`src/rtl/pc_seq_pkg.sv`:
```
// Shared definitions for the fetch sequencer: FSM state encoding, per-step
// action encoding and the default PC width.
package pc_seq_pkg;

    localparam int unsigned PcWDefault = 8;

    typedef enum logic [1:0] {
        StIdle  = 2'd0,
        StFetch = 2'd1,
        StStep  = 2'd2
    } state_e;

    typedef enum logic [1:0] {
        ActInc  = 2'd0,
        ActJmp  = 2'd1,
        ActCall = 2'd2,
        ActRet  = 2'd3
    } action_e;

endpackage

```
`src/rtl/pc_ret_stack.sv`:
```
// Return-address LIFO used by pc_sequencer.
// Ports:
//   clk, reset   clock and asynchronous active-high reset
//   push, pop    push din / pop top entry (ignored when full / empty)
//   din          value to push
//   dout         current top-of-stack (undefined when empty)
//   full, empty  occupancy flags
//   depth        number of valid entries
module pc_ret_stack #(
    parameter int unsigned WIDTH = 8,
    parameter int unsigned DEPTH = 4,
    localparam int unsigned DW   = $clog2(DEPTH + 1)
) (
    input  logic             clk,
    input  logic             reset,
    input  logic             push,
    input  logic             pop,
    input  logic [WIDTH-1:0] din,
    output logic [WIDTH-1:0] dout,
    output logic             full,
    output logic             empty,
    output logic [DW-1:0]    depth
);

    localparam int unsigned AW = (DEPTH > 1) ? $clog2(DEPTH) : 1;

    logic [WIDTH-1:0] mem_q [DEPTH];
    logic [DW-1:0]    depth_q;
    logic [AW-1:0]    wr_idx;
    logic [AW-1:0]    rd_idx;

    // depth_q doubles as the stack pointer: next free slot, top is one below.
    assign wr_idx = AW'(depth_q);
    assign rd_idx = AW'(depth_q - DW'(1));

    assign full  = (depth_q == DW'(DEPTH));
    assign empty = (depth_q == '0);
    assign depth = depth_q;
    assign dout  = mem_q[rd_idx];

    always_ff @(posedge clk or posedge reset) begin
        if (reset) begin
            depth_q <= '0;
            for (int i = 0; i < int'(DEPTH); i++) begin
                mem_q[i] <= '0;
            end
        end else if (push && !full) begin
            mem_q[wr_idx] <= din;
            depth_q       <= depth_q + DW'(1);
        end else if (pop && !empty) begin
            depth_q <= depth_q - DW'(1);
        end
    end

endmodule

```
`src/rtl/pc_sequencer.sv`:
```
// Fetch-sequencing controller for pc_counter. Paces fetches against the
// instruction-memory handshake and picks each step's next PC: increment,
// jump, call (push return address) or return (pop).
// Ports:
//   clk, reset          clock and asynchronous active-high reset
//   start, halt_req     leave IDLE / stop after the current step
//   fetch_ack           memory returned the word at pc
//   jump_req, call_req, ret_req, target   control, sampled on fetch_ack
//   pc                  current PC from pc_counter
//   model_sel           to pc_counter: 1 = load load_value, 0 = increment
//   load_value          to pc_counter
//   fetch_req           request the instruction at pc
//   busy                not in IDLE
//   depth               return-stack occupancy
//   stack_err           sticky overflow/underflow flag
module pc_sequencer
    import pc_seq_pkg::*;
#(
    parameter int unsigned PC_W        = PcWDefault,
    parameter int unsigned STACK_DEPTH = 4
) (
    input  logic                             clk,
    input  logic                             reset,
    input  logic                             start,
    input  logic                             halt_req,
    input  logic                             fetch_ack,
    input  logic                             jump_req,
    input  logic                             call_req,
    input  logic                             ret_req,
    input  logic [PC_W-1:0]                  target,
    input  logic [PC_W-1:0]                  pc,
    output logic                             model_sel,
    output logic [PC_W-1:0]                  load_value,
    output logic                             fetch_req,
    output logic                             busy,
    output logic [$clog2(STACK_DEPTH+1)-1:0] depth,
    output logic                             stack_err
);

    state_e           state_q, state_d;
    action_e          action_q, action_d;
    logic [PC_W-1:0]  target_q, target_d;
    logic             err_q, err_set;

    logic             push, pop;
    logic [PC_W-1:0]  stack_dout;
    logic             stack_full, stack_empty;

    pc_ret_stack #(
        .WIDTH (PC_W),
        .DEPTH (STACK_DEPTH)
    ) u_stack (
        .clk   (clk),
        .reset (reset),
        .push  (push),
        .pop   (pop),
        .din   (pc + PC_W'(1)),
        .dout  (stack_dout),
        .full  (stack_full),
        .empty (stack_empty),
        .depth (depth)
    );

    always_ff @(posedge clk or posedge reset) begin
        if (reset) begin
            state_q  <= StIdle;
            action_q <= ActInc;
            target_q <= '0;
            err_q    <= 1'b0;
        end else begin
            state_q  <= state_d;
            action_q <= action_d;
            target_q <= target_d;
            if (err_set) begin
                err_q <= 1'b1;
            end
        end
    end

    always_comb begin
        state_d    = state_q;
        action_d   = action_q;
        target_d   = target_q;
        fetch_req  = 1'b0;
        model_sel  = 1'b1;      // hold: reload the current pc
        load_value = pc;
        push       = 1'b0;
        pop        = 1'b0;
        err_set    = 1'b0;

        case (state_q)
            StIdle: begin
                if (start && !halt_req) begin
                    state_d = StFetch;
                end
            end
            StFetch: begin
                fetch_req = 1'b1;
                if (fetch_ack) begin
                    if (ret_req) begin
                        action_d = ActRet;
                    end else if (call_req) begin
                        action_d = ActCall;
                    end else if (jump_req) begin
                        action_d = ActJmp;
                    end else begin
                        action_d = ActInc;
                    end
                    target_d = target;
                    state_d  = StStep;
                end
            end
            StStep: begin
                unique case (action_q)
                    ActInc: begin
                        model_sel = 1'b0;
                    end
                    ActJmp: begin
                        load_value = target_q;
                    end
                    ActCall: begin
                        if (!stack_full) begin
                            push       = 1'b1;
                            load_value = target_q;
                        end else begin
                            // Overflow: drop the call and fall through.
                            model_sel = 1'b0;
                            err_set   = 1'b1;
                        end
                    end
                    ActRet: begin
                        if (!stack_empty) begin
                            pop        = 1'b1;
                            load_value = stack_dout;
                        end else begin
                            model_sel = 1'b0;
                            err_set   = 1'b1;
                        end
                    end
                endcase
                state_d = halt_req ? StIdle : StFetch;
            end
            default: begin
                state_d = StIdle;
            end
        endcase
    end

    assign busy      = (state_q != StIdle);
    assign stack_err = err_q;

endmodule

```
`config.mk`:
```
export PLATFORM = sky130hd
export DESIGN_NAME = pc_sequencer
export DESIGN_NICKNAME = d
export VERILOG_FILES = /design/src/rtl/pc_seq_pkg.sv /design/src/rtl/pc_ret_stack.sv /design/src/rtl/pc_sequencer.sv
export SDC_FILE = /design/constraint.sdc
export NUM_CORES = 1
export LEC_CHECK = 0
export ABC_AREA = 1
export CORE_MARGIN = 2
export CORE_UTILIZATION = 45
export CTS_CLUSTER_SIZE = 10
export DETAILED_ROUTE_END_ITERATION = 7
export PLACE_DENSITY = 0.68
export SYNTH_ARGS = -nofsm -noshare
export SYNTH_HDL_FRONTEND = slang
export SYNTH_SLANG_ARGS = --single-unit
```
`constraint.sdc`:
```
create_clock -name clk -period 2.35 [get_ports clk]
set_input_delay 0.47 -clock clk [delete_from_list [all_inputs] [get_ports clk]]
set_output_delay 0.47 -clock clk [all_outputs]
set_load 0.01 [all_outputs]
```
==> results.md <==
- The flow ran to the end, and the final reports show no timing, DRC or antenna violations.
- For this run, the detailed router's first-pass iteration total came to 5.
- After detailed routing, the number of remaining DRC violations is 0.
- The worst setup slack after placement is -0.0249 ns.
- The total inserted antenna cells is 0.
- The final RePlAce weighted congestion is around 0.85.
- The detailed-route via count is 2,397.
- The met3 track utilization from global routing is 0.0337.
- The final period utilization is 0.957.
- Setup repair after global routing could not meet its margin everywhere.
- The layer with the highest usage is met2.
- The data arrival time at the worst-slack endpoint is about 1.8 ns.
- The areal power density over the cells is roughly 1100 mW/mm².
- The number of cells on the worst hold path is 1.
- STA puts the critical path data required time at between 1.5 and 2 ns.
- Counting every sink on the clock net gives 48.
- 39 I/O pins were placed.
- In the global route stage, met1 resource usage came out at 0.277.
- The mapped netlist covers approximately 0.0026 mm².
- The clock reaches the later pin of the worst-skew pair after between 0.2 and 0.3 ns.
- The maximum number of pins on one net before global-route repair is 22.
- The total CTS buffers is 5.
- The largest area contributor in the synthesized netlist is sky130_fd_sc_hd__dfrtp_1.
- The nature of the critical path startpoint is a register.
- The area of the multi-input gates is 0.00131 mm².
- For this run, the number of Yosys warnings is 0.
- Once routing completed, OpenROAD measured the worst setup slack at approximately 0.10 ns.
- The average wire per cell in the routed design is roughly 12 µm.
- For this block, the routed nets add up to between 6 and 7 mm of wire.
- The number of cells in the design after placement is between 400 and 500.
- The initial cell density of the core is 0.472.
- The final-report max-slew violation count was 0.
- The global routing met2 resource utilization is 0.370.
- The total nets after synthesis is between 400 and 500.
- The tool flagged a number of max-cap violations equal to 0.
- The number of enable flip-flop cells after synthesis is 0.
- The total power of the final layout is ~3.5 mW.
- The highest fanout seen on the critical path is 9.
- The number of antenna violations at the first check in global routing is 0.
- By area the synthesized netlist is led by sky130_fd_sc_hd__dfrtp_1, sky130_fd_sc_hd__nand2_1, sky130_fd_sc_hd__nand3_1.
- The count of final hold-check violations is 0.
- The average cell area after synthesis is around 7 µm².
- The finished layout holds around 500 standard cells, fillers aside.
- Setup violations remaining at the end of the flow were counted as 0.
- No sink is reached through more buffers than the 2 on the longest clock path.
- The number of distinct library cell variants in the gate-level netlist after synthesis is 25.
- Across the VDD grid, the largest voltage drop is 0.644 mV.
- Detailed placement ended at an HPWL of 4.68 mm.
- The commonest register cell after synthesis is sky130_fd_sc_hd__dfrtp_1.
- The share of synthesized area in the top cell type comes to 0.454.
- After detailed routing, the number of vias per cell comes to between 4 and 5.
- The proportion of layout cells with a drive suffix above 1 is 0.122.
- The finished cells cover between 0.003 and 0.004 mm².
- The cell leakage power is 1.75 nW.
- In the final layout, flip-flops and latches occupy between 0.001 and 0.0015 mm².
- The path type of the worst setup path is reg2out.
- The worst max-slew margin expressed relative to the limit is 0.707.
- Clock-pin slew was measured on the worst setup and hold paths at ~0.08 ns.
- The routed design could run at a clock period as short as ~2.2 ns.
- The total core area is 0.00561 mm².
- The layout filler cell count is 546.
- After the first detailed-routing iteration, the DRC count stood at 151.
- In the synthesized netlist the async set-or-reset flop fraction comes to 1.00.
- The cell count after synthesis is roughly 370.
- The synthesis-stage register bit count is 48.
- The wire length of the first global-routing pass is 10.7 mm.
- The floorplan step set the die width to between 80 and 90 µm.
- In the layout the commonest cells are sky130_fd_sc_hd__nand2_1, sky130_fd_sc_hd__dfrtp_1, sky130_fd_sc_hd__clkdlybuf4s50_1, sky130_fd_sc_hd__nand3_1, sky130_fd_sc_hd__inv_1.
- The number of cells on the worst reg-to-reg path is 7.
- In this run the tool buffered the top-level ports with 38 buffer cells.
- In the global route stage, overall resource usage came out at 0.212.
- The root cell of the clock tree is sky130_fd_sc_hd__clkbuf_8.
- The H-tree depth is 2.
- The overall die height is a little over 80 µm.
- In this run the worst hold path is classified as reg2reg.
- The number of nets in the final layout is 456.
- For the final database, setup skew stands at 0.00919 ns.
- For this run, the top clock speed supported by timing is roughly 440 MHz.
- The die covers between 0.006 and 0.007 mm².
- The number of routed nets with antenna violations is 0.
- TritonCTS built the clock tree.
- The cell row count is 27.
- The share of the core filled with cells in the final layout is 0.583.
- The sequential-to-total area share from yosys stat is 0.454.
- STA classifies the critical path endpoint as an output port.
- Leaving out fill and tap cells, the most frequent cell in the layout is sky130_fd_sc_hd__nand2_1.
- The total overflow left after global routing is 0.
- The area added between synthesis and finish is 23.4%.
- The via count of the first global-routing pass is ~2,400.
- The post-placement cell area is 0.00317 mm².
- For the pin with the worst max-slew slack, the measured transition is ~0.44 ns.
==> final timing paths <==
kind                            slack [ns]                to             start
max in group asynchronous             1.29  u_stack.mem_q[8]             reset
worst min register to register        0.47         stack_err         stack_err
min in group asynchronous             0.49       target_q[2]             reset
worst max register to register        0.56  u_stack.mem_q[6]  u_stack.depth[0]
worst min-delay path                  0.47         stack_err         stack_err
worst max-delay path                  0.10         model_sel  u_stack.depth[1]
==> power breakdown <==
group | switching, mW | total, mW | internal (mW) | leakage, nW
Combinational | 0.949 | 1.63 | 0.680 | 1.19
Clock | 0.260 | 0.495 | 0.235 | 0.0473
Sequential | 0.201 | 1.36 | 1.16 | 0.518
==> cells in the mapped netlist (2+ instances only) <==
cell and number:
sky130_fd_sc_hd__buf_2 4, sky130_fd_sc_hd__buf_6 4, sky130_fd_sc_hd__dfrtp_1 48, sky130_fd_sc_hd__ha_1 6
sky130_fd_sc_hd__inv_1 22, sky130_fd_sc_hd__inv_2 3, sky130_fd_sc_hd__nand2_1 216, sky130_fd_sc_hd__nand2_2 3
sky130_fd_sc_hd__nand3_1 28, sky130_fd_sc_hd__nor2_1 8, sky130_fd_sc_hd__nor2_4 2, sky130_fd_sc_hd__o21ai_0 6
sky130_fd_sc_hd__o21ai_1 6, sky130_fd_sc_hd__o21ai_2 2, sky130_fd_sc_hd__xor2_1 4
==> critical path: stages (launching register included) <==
cell                            delay (ns)
sky130_fd_sc_hd__dfrtp_1              0.39
sky130_fd_sc_hd__inv_2                0.08
sky130_fd_sc_hd__ha_4                 0.18
sky130_fd_sc_hd__nand2_4              0.06
sky130_fd_sc_hd__nand2_2              0.09
sky130_fd_sc_hd__nand2_4              0.09
sky130_fd_sc_hd__or3_1                0.31
sky130_fd_sc_hd__dlygate4sd2_1        0.29
==> per-stage QoR <==
stage | TNS [ns] | hold WS [ns]
after floorplan | 0 | 0.442
after global placement | 0 | 0.442
after detailed placement | -0.130 | 0.455
after CTS | -0.00472 | 0.478
after global routing | -0.00289 | 0.504
final | 0 | 0.470
==> sequential cells by signal, indices dropped and copies added (netlist names) <==
register and count:
u_stack.depth 3, action_q 2, target_q 8, state_q 2, stack_err 1, u_stack.mem_q 32
==> metal layers <==
layer	vias up	share of wire
met5	-	0
met4	0	0.012
met3	6	0.025
met2	33	0.50
met1	1108	0.47
li1	1250	-
==> cell type report <==
| class | instances | share of cell area |
|---|---|---|
| Timing Repair Buffer | 56 | 0.146 |
| Multi-Input combinational cell | 289 | 0.401 |
| Clock buffer | 6 | 0.0253 |
| Tap cell | 72 | 0.0276 |
| Sequential cell | 48 | 0.368 |
| Clock inverter | 1 | 0.00268 |
| Inverter | 26 | 0.0299 |
==> cells by family (layout without fill, tap and decap cells) <==
family	Yosys count	count (layout)	share of synthesized area
AND/OR/NAND/NOR	261	261	0.396
flip-flops	48	48	0.454
buffers and inverters	35	89	0.0643
AO/OA/AOI/OAI	18	18	0.0444
adder cells (fa/ha/maj)	6	6	0.0284
XOR/XNOR	4	4	0.0132
==> repair_timing <==
| item | 4_1_cts | 5_1_grt |
|---|---|---|
| hold buffers | 0 | 0 |
| hold endpoints to repair | 0 | 0 |
| resized for setup | 17 | 20 |
| pin swaps | 0 | 3 |
| setup endpoints to repair | 9 | 9 |
| buffers inserted | 2 | 0 |
| cloned | 0 | 0 |
No activity file was read; power rests on OpenSTA's default activity.
==> edit, RTL diff (same flow settings) <==
Encoding of `state_e`: now one-hot (3 bits for 3 states).
--- a/src/rtl/pc_seq_pkg.sv
+++ b/src/rtl/pc_seq_pkg.sv
@@ -4,10 +4,10 @@
 
     localparam int unsigned PcWDefault = 8;
 
-    typedef enum logic [1:0] {
-        StIdle  = 2'd0,
-        StFetch = 2'd1,
-        StStep  = 2'd2
+    typedef enum logic [2:0] {
+        StIdle  = 3'b001,
+        StFetch = 3'b010,
+        StStep  = 3'b100
     } state_e;
 
     typedef enum logic [1:0] {
Behaviour: no difference found for any inputs over 10 cycles, from zero or initial values and one cycle with reset high; not proved beyond that.
==> edit against the original RTL <==
- total power is 3.3% lower
- sequential power is 13% lower
- non-clock buffer count rose by 1
- clock skew is 0.00072 ns higher
- worst setup slack got worse by 0.013 ns
- design area grew 4.1%
- routed wire length increased by 7.7%
- largest power group unchanged
- synthesized area increased by 2.3%
- core utilization decreased by 0.11 points
- critical path type unchanged
- register-to-register slack better by 0.11 ns
- sequential cell count is 1 higher
- global-route usage increased by 0.88 points
==> edit: results (changes against the original RTL) <==
Logic synthesis
  – Cells after synthesis: 370 (was 372)
  – Seq/Total Area, Yosys: 0.453 (was 0.454)
  – Top cells by area, synth: dfrtp_1 44%, nand2_1 28%, nand3_1 5.2% (was dfrtp_1 45%, nand2_1 31%, nand3_1 5.3%)
  – Unique masters post-synth: 27 (was 25)
  – List of most frequent post-synthesis cells: 203 x nand2_1, 48 x dfrtp_1, 28 x nand3_1 (was 216 x nand2_1, 48 x dfrtp_1, 28 x nand3_1)
  – Mapped Nets: 400 (was 402)

Clock tree
  – Resized Gates After CTS: 15 (was 17)
  – Clk Latency, worst-skew pair: 0.31 ns (was 0.29 ns)
  – Worst-path clk slew: 0.10 ns (was 0.08 ns)

Placed design
  – Pre-CTS setup slack: -0.0138 ns (was -0.0249 ns)
  – DP HPWL: 5010 um (was 4680 um)
  – Placed Instances: 490 (was 489)

Pwr
  – Clock network fraction of total power: 0.155 (was 0.142)
  – Overall power: 3.37 mW (was 3.49 mW)
  – Leakage: 1.79 nW (was 1.75 nW)
  – VDD IR max: 491 uV (was 644 uV)
  – Sw frac: 0.415 (was 0.405)

Detailed routing
  – Vias post-DR: 2,456 (was 2,397)
  – Final Routed Wirelength: 6640 um (was 6170 um)
  – Drt pass-1 iters: 4 (was 5)

Global route
  – Pin count of the biggest net entering global routing: 28 (was 22)
  – First-pass GRT wire length: 11,100 um (was 10,700 um)
  – Vias in the first global route: 2,436 (was 2,365)
  – Gr usage total: 0.221 (was 0.212)

Finish
  – Share of post-route cells with drive strength above 1: 0.136 (was 0.122)
  – Nets: 455 (was 456)

Worst hold path
  – Hold Startpoint: u_stack.mem_q[6] (was stack_err)

Outcome
  – Run status: completed (unchanged)

Critical path
  – Critical path fanouts, max: 8 (was 9)
-- edit: cell type report --
| class | instances | area [um^2] |
|---|---|---|
| multi-input cells | 286 | 1350 |
| flip-flops and latches | 49 | 1230 |
| inverters | 26 | 100 |
| well taps | 75 | 93.8 |
| fillers | 570 | 2450 |
| clock inverters | 3 | 25.0 |
| repair buffers | 57 | 538 |
| clock buffers | 5 | 68.8 |
-- edit: kinds of logic (layout without fill, tap and decap cells) --
| group | count (synthesis) | after routing | share of synthesized area |
|---|---|---|---|
| AO/OA/AOI/OAI | 23 | 23 | 0.0550 |
| AND/OR/NAND/NOR | 254 | 254 | 0.390 |
| buffers and inverters | 35 | 91 | 0.0638 |
| XOR/XNOR | 3 | 3 | 0.00971 |
| flip-flops | 49 | 49 | 0.453 |
| adder cells (fa/ha/maj) | 6 | 6 | 0.0277 |
-- edit: path summary, 6_finish.rpt --
kind / depth (start not counted) / slack (ns) / endpoint
hold / removal: 2 / 0.49 / u_stack.mem_q[6]
max in group asynchronous: 3 / 1.32 / u_stack.mem_q[24]
setup reg to reg: 10 / 0.67 / u_stack.mem_q[3]
min in group asynchronous: 2 / 0.51 / target_q[2]
hold reg to reg: 2 / 0.49 / u_stack.mem_q[6]
setup / recovery: 9 / 0.09 / load_value[5]
-- edit: worst max-delay path, stage by stage (launching register included) --
cell	delay, ns
dfrtp_1	0.38
inv_2	0.06
ha_4	0.29
buf_8	0.13
nand3_1	0.09
nand3_1	0.09
nand2_1	0.05
nand2_1	0.06
nand2_1	0.04
dlygate4sd2_1	0.28
-- edit: routing by layer --
metal  routed length [um]  global-route usage  share of wire  vias up
met1                 3020               0.283           0.45     1146
li1                     -                   -              -     1250
met3                  164              0.0330          0.025       16
met4                  188               0.112          0.028        0
met2                 3270               0.366           0.49       44
met5                    0                   0              0        -
